--- src/rtl/i2c_write_sequencer.sv ---
// i2c_write_sequencer
//   Transaction-level I2C master write sequencer. It accepts a write command
//   (7-bit address plus data byte count) and generates the START condition.
//   It then hands the address byte and each data byte to the byte controller
//   through a start/done/error handshake, and finishes with a STOP condition.
//   The sequencer owns the SDA/SCL lines only during START, STOP and while
//   waiting for the next data byte. Between bytes SCL is held low, so the
//   master stretches the clock.
//
// Ports
//   i_clk, i_rst_n           clock, asynchronous active-low reset
//   i_tick                   quarter-bit strobe shared with the byte controller
//   i_cmd_*/o_cmd_ready      command handshake (addr, len; len=0 is a probe)
//   i_data*/o_data_ready     data byte handshake
//   o_tx_start/o_tx_data     byte controller request (one-cycle start pulse)
//   i_tx_done/i_tx_error     byte controller result pulses
//   i_scl                    sampled SCL line, used to detect stretching
//   o_bus_owner              1 = sequencer lines drive the bus
//   o_sda/o_scl, *_disable   sequencer line values; disable=1 releases the line
//   o_busy/o_done/o_nack     status; o_nack_index = failing byte (0 = address)
module i2c_write_sequencer #(
  parameter int LEN_W = 5
) (
  input  logic             i_clk,
  input  logic             i_rst_n,
  input  logic             i_tick,
  input  logic             i_cmd_valid,
  output logic             o_cmd_ready,
  input  logic [6:0]       i_cmd_addr,
  input  logic [LEN_W-1:0] i_cmd_len,
  input  logic             i_data_valid,
  output logic             o_data_ready,
  input  logic [7:0]       i_data,
  output logic             o_tx_start,
  output logic [7:0]       o_tx_data,
  input  logic             i_tx_done,
  input  logic             i_tx_error,
  input  logic             i_scl,
  output logic             o_bus_owner,
  output logic             o_sda,
  output logic             o_scl,
  output logic             o_sda_disable,
  output logic             o_scl_disable,
  output logic             o_busy,
  output logic             o_done,
  output logic             o_nack,
  output logic [LEN_W:0]   o_nack_index
);

  typedef enum logic [2:0] {
    ST_IDLE,
    ST_START,
    ST_ADDR,
    ST_WAIT_DATA,
    ST_DATA,
    ST_STOP
  } state_t;

  state_t           state_q, state_d;
  logic [1:0]       phase_q, phase_d;
  logic [6:0]       addr_q, addr_d;
  logic [LEN_W-1:0] len_q, len_d;
  logic [LEN_W:0]   idx_q, idx_d;
  logic [7:0]       tx_data_q, tx_data_d;
  logic             sent_q, sent_d;
  logic             abort_q, abort_d;
  logic [LEN_W:0]   nack_index_q, nack_index_d;
  logic             done_q, done_d;
  logic             nack_q, nack_d;
  logic [LEN_W:0]   idx_inc;

  assign idx_inc = idx_q + 1'b1;

  always_ff @(posedge i_clk or negedge i_rst_n) begin
    if (!i_rst_n) begin
      state_q      <= ST_IDLE;
      phase_q      <= 2'd0;
      addr_q       <= 7'd0;
      len_q        <= '0;
      idx_q        <= '0;
      tx_data_q    <= 8'd0;
      sent_q       <= 1'b0;
      abort_q      <= 1'b0;
      nack_index_q <= '0;
      done_q       <= 1'b0;
      nack_q       <= 1'b0;
    end else begin
      state_q      <= state_d;
      phase_q      <= phase_d;
      addr_q       <= addr_d;
      len_q        <= len_d;
      idx_q        <= idx_d;
      tx_data_q    <= tx_data_d;
      sent_q       <= sent_d;
      abort_q      <= abort_d;
      nack_index_q <= nack_index_d;
      done_q       <= done_d;
      nack_q       <= nack_d;
    end
  end

  // Next-state logic. START and STOP walk four tick-paced phases. Phases 0
  // of START and 1 of STOP also wait for SCL to read high, because a slave
  // may stretch the clock there.
  always_comb begin
    state_d      = state_q;
    phase_d      = phase_q;
    addr_d       = addr_q;
    len_d        = len_q;
    idx_d        = idx_q;
    tx_data_d    = tx_data_q;
    sent_d       = sent_q;
    abort_d      = abort_q;
    nack_index_d = nack_index_q;
    done_d       = 1'b0;
    nack_d       = 1'b0;

    case (state_q)
      ST_IDLE: begin
        // A tick coincident with accept is deliberately not consumed.
        if (i_cmd_valid) begin
          addr_d       = i_cmd_addr;
          len_d        = i_cmd_len;
          idx_d        = '0;
          abort_d      = 1'b0;
          nack_index_d = '0;
          phase_d      = 2'd0;
          state_d      = ST_START;
        end
      end

      ST_START: begin
        if (i_tick) begin
          case (phase_q)
            2'd0: if (i_scl) phase_d = 2'd1;
            2'd1: phase_d = 2'd2;
            2'd2: phase_d = 2'd3;
            default: begin
              tx_data_d = {addr_q, 1'b0};
              sent_d    = 1'b0;
              state_d   = ST_ADDR;
            end
          endcase
        end
      end

      ST_ADDR, ST_DATA: begin
        // sent_q suppresses a second start pulse while waiting for the result.
        sent_d = 1'b1;
        if (i_tx_error) begin
          nack_index_d = idx_q;
          abort_d      = 1'b1;
          phase_d      = 2'd0;
          state_d      = ST_STOP;
        end else if (i_tx_done) begin
          if (state_q == ST_ADDR) begin
            idx_d = {{LEN_W{1'b0}}, 1'b1};
            if (len_q == '0) begin
              phase_d = 2'd0;
              state_d = ST_STOP;
            end else begin
              state_d = ST_WAIT_DATA;
            end
          end else begin
            idx_d = idx_inc;
            if (idx_inc > {1'b0, len_q}) begin
              phase_d = 2'd0;
              state_d = ST_STOP;
            end else begin
              state_d = ST_WAIT_DATA;
            end
          end
        end
      end

      ST_WAIT_DATA: begin
        if (i_data_valid) begin
          tx_data_d = i_data;
          sent_d    = 1'b0;
          state_d   = ST_DATA;
        end
      end

      ST_STOP: begin
        if (i_tick) begin
          case (phase_q)
            2'd0: phase_d = 2'd1;
            2'd1: if (i_scl) phase_d = 2'd2;
            2'd2: phase_d = 2'd3;
            default: begin
              if (abort_q) nack_d = 1'b1;
              else         done_d = 1'b1;
              state_d = ST_IDLE;
            end
          endcase
        end
      end

      default: state_d = ST_IDLE;
    endcase
  end

  // Line and handshake decode from the registered state. Reset therefore
  // releases both lines at once. While the byte controller owns the bus, the
  // sequencer's own SCL stays driven low, so a handover never produces a
  // spurious clock edge.
  always_comb begin
    o_bus_owner   = 1'b1;
    o_sda         = 1'b1;
    o_scl         = 1'b1;
    o_sda_disable = 1'b1;
    o_scl_disable = 1'b1;
    o_cmd_ready   = 1'b0;
    o_data_ready  = 1'b0;
    o_tx_start    = 1'b0;

    case (state_q)
      ST_IDLE: o_cmd_ready = 1'b1;

      ST_START: begin
        if (phase_q != 2'd0) begin
          o_sda         = 1'b0;
          o_sda_disable = 1'b0;
        end
        if (phase_q[1]) begin
          o_scl         = 1'b0;
          o_scl_disable = 1'b0;
        end
      end

      ST_ADDR, ST_DATA: begin
        o_bus_owner   = 1'b0;
        o_tx_start    = !sent_q;
        o_scl         = 1'b0;
        o_scl_disable = 1'b0;
      end

      ST_WAIT_DATA: begin
        o_data_ready  = 1'b1;
        o_scl         = 1'b0;
        o_scl_disable = 1'b0;
      end

      ST_STOP: begin
        if (!phase_q[1]) begin
          o_sda         = 1'b0;
          o_sda_disable = 1'b0;
        end
        if (phase_q == 2'd0) begin
          o_scl         = 1'b0;
          o_scl_disable = 1'b0;
        end
      end

      default: ;
    endcase
  end

  assign o_tx_data    = tx_data_q;
  assign o_busy       = (state_q != ST_IDLE);
  assign o_done       = done_q;
  assign o_nack       = nack_q;
  assign o_nack_index = nack_index_q;

endmodule

--- config.mk ---
export PLATFORM = sky130hd
export DESIGN_NAME = i2c_write_sequencer
export DESIGN_NICKNAME = d
export VERILOG_FILES = /design/src/rtl/i2c_write_sequencer.sv
export SDC_FILE = /design/constraint.sdc
export NUM_CORES = 1
export LEC_CHECK = 0
export CAP_MARGIN = 25
export CELL_PAD_IN_SITES_DETAIL_PLACEMENT = 1
export CELL_PAD_IN_SITES_GLOBAL_PLACEMENT = 2
export CORE_MARGIN = 4
export CORE_UTILIZATION = 32
export CTS_CLUSTER_SIZE = 16
export DETAILED_ROUTE_END_ITERATION = 8
export PLACE_DENSITY = 0.8
export SLEW_MARGIN = 20
export SYNTH_ARGS = -nofsm -noshare
export SYNTH_HDL_FRONTEND = slang
export SYNTH_SLANG_ARGS = --single-unit
--- constraint.sdc ---
create_clock -name i_clk -period 4.7 [get_ports i_clk]
set_input_delay 0.94 -clock i_clk [delete_from_list [all_inputs] [get_ports i_clk]]
set_output_delay 0.94 -clock i_clk [all_outputs]
set_load 0.005 [all_outputs]
* After elaboration in Yosys (flattened, before gate mapping)
Cells that the tools add are included.
** Storage, ports and cells
- Register bits after elaboration :: 41
- Input port bits :: 28
- Output and inout port bits :: 25
- Word-level logic and storage cells :: 117
** Operators by class
- Add/sub/neg operators :: 1
- Magnitude comparators :: 1
- Eq/ne operators :: 23
- Muxes and demuxes :: 61
- Reduce and logical (&&, ||, !) cells :: 20
** Operators by type and width (count)
- $mux 3 :: 11
- $mux 6 :: 5
- $mux 8 :: 3
- $pmux 6 s2 :: 2
- $mux 1 :: 21
- $mux 2 :: 10
- $ne 2x2->1 const B :: 9
- $ne 4x4->1 const B :: 4
- $pmux 8 s2 :: 1
- $pmux 3 s5 :: 1
- $pmux 2 s3 :: 2
- $reduce_and 4->1 :: 3
- $reduce_and 11->1 :: 1
- $ne 3x3->1 const B :: 3
- $pmux 2 s4 :: 1
- $reduce_and 7->1 :: 1
- $add 6x1->6 const B :: 1
- $eq 3x2->1 const B :: 2
- $eq 3x3->1 const B :: 2
- $gt 6x5->1 :: 1
- $pmux 1 s3 :: 2
- $reduce_bool 2->1 :: 3
- $reduce_bool 3->1 :: 2
- $reduce_or 3->1 :: 2
- other kinds (12) :: 13

* Longest topological paths before layout
- Word-level depth :: 7
- Mapped depth :: 10
- Gate-level depth less buffers :: 10

* Worst setup path before layout
No wires, ideal clock.
- Path type :: reg-to-output
- From :: register state_q[1]
- To :: output port o_scl_disable
- Arrival time :: 1272 ps
- Data required time :: 3760 ps
- Slack :: 2488 ps
- Cell stages (with the launch flop) :: 6
- Buffers on the path :: 2
- Path through :: dfrtp_1 -> buf_2 -> nor2_1 -> nand2_1 -> a32oi_1 -> buf_4
** On the way
- Word-level cells in the longest chain between the ends :: 3
- Elaborated cells between the ends (all ways) :: 7
- Those cells by class :: eq/ne (5); mux (1); reduce/logical (1)
** RTL lines
- start: declaration :: line 59 : state_t state_q, state_d;
- start signal: assignment :: line 88 : state_q <= state_d;
- $eq 3x2->1 / $eq 3x3->1 (equally long branches)
- $reduce_or 3->1 (no line)
- $pmux 1 s3 (*)
- end: declaration :: line 43 : output logic o_scl_disable,
Every way passes the cells marked *; elsewhere a longest branch is shown, timed or not.

* Worst setup path in the final report
- From :: register state_q[2]
- To :: output port o_scl_disable
** On the way
- Word-level cells in the longest chain between the ends :: 3
- Elaborated cells between the ends (all ways) :: 7
- Those cells by class :: eq/ne (5); mux (1); reduce/logical (1)
** RTL lines
- $eq 3x2->1 / $eq 3x3->1 (equally long branches) :: line 217 : case (state_q)
- $reduce_or 3->1 (no line)
- $pmux 1 s3 (*) :: line 217
Marks and branches as above.

==> reports/metrics.cfg <==
[sta]
hold_viol=0
setup_tns_ps=0
fmax_ghz=0.299
worstMarginPinSlew_ps=650
period_share_pct=71.0
maxSlewViolCount=0
setup_violations=0
min_period_ps=3340
finClkSkew_ps=6.57
slew_headroom_pct=56.4
rsz0062_at_grt=no

[logic_synthesis]
async_reset_ff_share_pct=100
synth_fa_ha_area_share_pct=6.73
ys_seq_area_share_pct=46.0
synth.distinct_cells=42
syn_inst=231
syn_nets=271
ys_warn_count=0
syn-cell-area_um2=2230
synth_top_family_by_area=simple AND/OR/NAND/NOR gates
synth_edf_count=0
synth_xor_area_share_pct=1.18
syn_avg_cell_area_um2=9.65
ys_dominant_reg_cell=dfrtp_1
yosys.area_share.simple_pct=14.6
synth_seq_cells=41
synth-compound-area-share_pct=13.9
synthMuxAreaShare_pct=11.1

[clock_network]
cts-root-buf=clkbuf_8
clock_sinks=41
clkLatencyLatePin_ps=290
htree_levels=2
clk_pin_slew_ps=80
cts_made_buffers=5
cts_tree=built
post_cts_buffers=0
ctsHoldBuffers=0
ctsResizeCount=0
clockBufferDepth=2

[power]
power_density_nw_per_um2=571
p_leak_nw=1.33
totalPowerFinal_w=0.00169
vdd.ir_drop.worst_mv=0.185

[die]
dieArea_um2=8370
io_pins=53
die_h_um=91.5
start_util_pct=32.8
die_w_um=91.5
rows=30
coreArea_um2=6790

[worst_hold_path]
worstHoldPathCells=1
hold_end=o_done$_DFF_PN0_
min_from=abort_q$_DFFE_PN0P_
hold_path_class=reg -> reg

[run]
drv_cap=0

[setup_path]
crit_fanout=19
path_class=reg -> out
worst-r2r-setup-slack_ps=2120
r2r_start=idx_q[0]$_DFFE_PN0P_
worstPathArrival_ps=2400
cp_data_required_time_ps=3760
r2r_end=state_q[1]$_DFFE_PN0P_
start_kind=flop
endpoint_kind=primary output
startpoint=state_q[2]$_DFFE_PN0P_
reg2reg_depth=10

[finish]
drive_gt1_share_pct=10.2
final_net_count=322
regArea_um2=1030
n_antenna_cell=0
fin_util_pct=43.6
synthToLayoutAreaGrowth_pct=32.8
layout_common_cells=clkdlybuf4s50_1 (51), dfrtp_1 (41), inv_1 (21), nand2_1 (20), o21ai_0 (20)
nFillCells=780
multi_input_area_um2=1060
fin_area_um2=2960
layout_commonest_cell=clkdlybuf4s50_1
final_cells=379

[routing]
dr.pass1.iters=4
postRouteAntennaNets=0
wl_per_cell_um=14.4
drc=0
drt_iter0_markers=69
routed_wl_mm=5.44
vias=1813
vias_per_cell=4.78

[global_routing]
grt_pass1_vias=1916
grt_max_degree=42
antenna_found_initial=0
grt_pass1_wl_mm=9.45
grt_use_total_pct=13.8
grt-ovfl-total=0

[placement]
dp_hpwl_mm=4.03
dpl.cell_count=369
gp_congestion=0.770
dpl-instance-area_um2=2810
port_buffers=52

[status]
outcome=completed

state kept, by name, summed over array words and instances, names as in the netlist:
signal / cells
o_tx_data: 8
addr_q: 7
idx_q: 6
o_nack_index: 6
len_q: 5
state_q: 3
phase_q: 2
abort_q: 1
o_done: 1
o_nack: 1
sent_q: 1
layer usage:
metal / vias up / global-route usage [%] / part of all wire, %
li1: 896 / - / -
met1: 866 / 18.9 / 49
met2: 42 / 21.4 / 44
met3: 9 / 3.40 / 4.3
met4: 0 / 4.27 / 2.0
met5: - / 0 / 0
per-stage QoR:
stage / hold slack, ps / setup slack (ps)
6_report: 459 / 1360
5_1_grt: 480 / 1160
4_1_cts: 465 / 1350
3_5_place_dp: 452 / 1590
3_3_place_gp: 449 / 1680
2_1_floorplan: 424 / 2490
cell families (layout without fill, tap and decap cells):
logic type | after synthesis | in the layout
compound gates | 51 | 51
xor+xnor | 3 | 3
fa+ha+maj | 12 | 12
buf+inv | 32 | 84
flops | 41 | 41
mux | 23 | 23
simple gates | 69 | 69
area by class of cell:
class / instances / share of cell area [%]
multi-input cells: 158 / 35.8
flip-flops and latches: 41 / 34.7
repair buffers: 54 / 18.6
well taps: 96 / 4.06
inverters: 22 / 2.87
clock buffers: 6 / 2.79
clock inverters: 2 / 1.27
Yosys cell counts, types with 2 or more instances:
cell       instances  area (um2)
dfrtp_1           41        1030
inv_1             21        78.8
o21ai_0           21         105
nand2_1           20        75.1
nor2_1            18        67.6
a21oi_1           14        70.1
mux2_2            13         146
nand3_1           13        65.1
ha_1              12         150
mux2i_1           10         100
and3_1             3        18.8
buf_2              3        15.0
buf_4              3        22.5
clkbuf_1           3        11.3
o21a_1             3        22.5
a2bb2oi_1          2        17.5
nand2b_1           2        12.5
nand4_1            2        12.5
nor2b_1            2        12.5
nor3_1             2        10.0
xnor2_1            2        17.5
worst max-delay path by stage:
| stage | endpoint | slack [ps] | cells after the start |
|---|---|---|---|
| 6_report | o_scl_disable | 1360 | 4 |
| 4_1_cts | o_scl_disable | 1350 | 4 |
| 3_5_place_dp | idx_q[0]$_DFFE_PN0P_ | 1590 | 5 |
| 2_1_floorplan | o_scl_disable | 2490 | 5 |
| 5_1_grt | o_scl_disable | 1160 | 4 |
| 3_3_place_gp | idx_q[0]$_DFFE_PN0P_ | 1680 | 5 |
critical path, stage by stage, from the launching register on:
cell and delay, ps:
dfrtp_1 730, inv_1 280, ha_1 330, a32oi_1 200
clkdlybuf4s50_1 550
power by group:
part	switching [W]	total, W	leakage (nW)	internal [W]
clock network	0.000126	0.000299	0.0574	0.000173
logic	0.000371	0.000790	0.755	0.000419
registers	0.000125	0.000601	0.513	0.000476
Note: power is estimated with default switching activity, not from simulation.
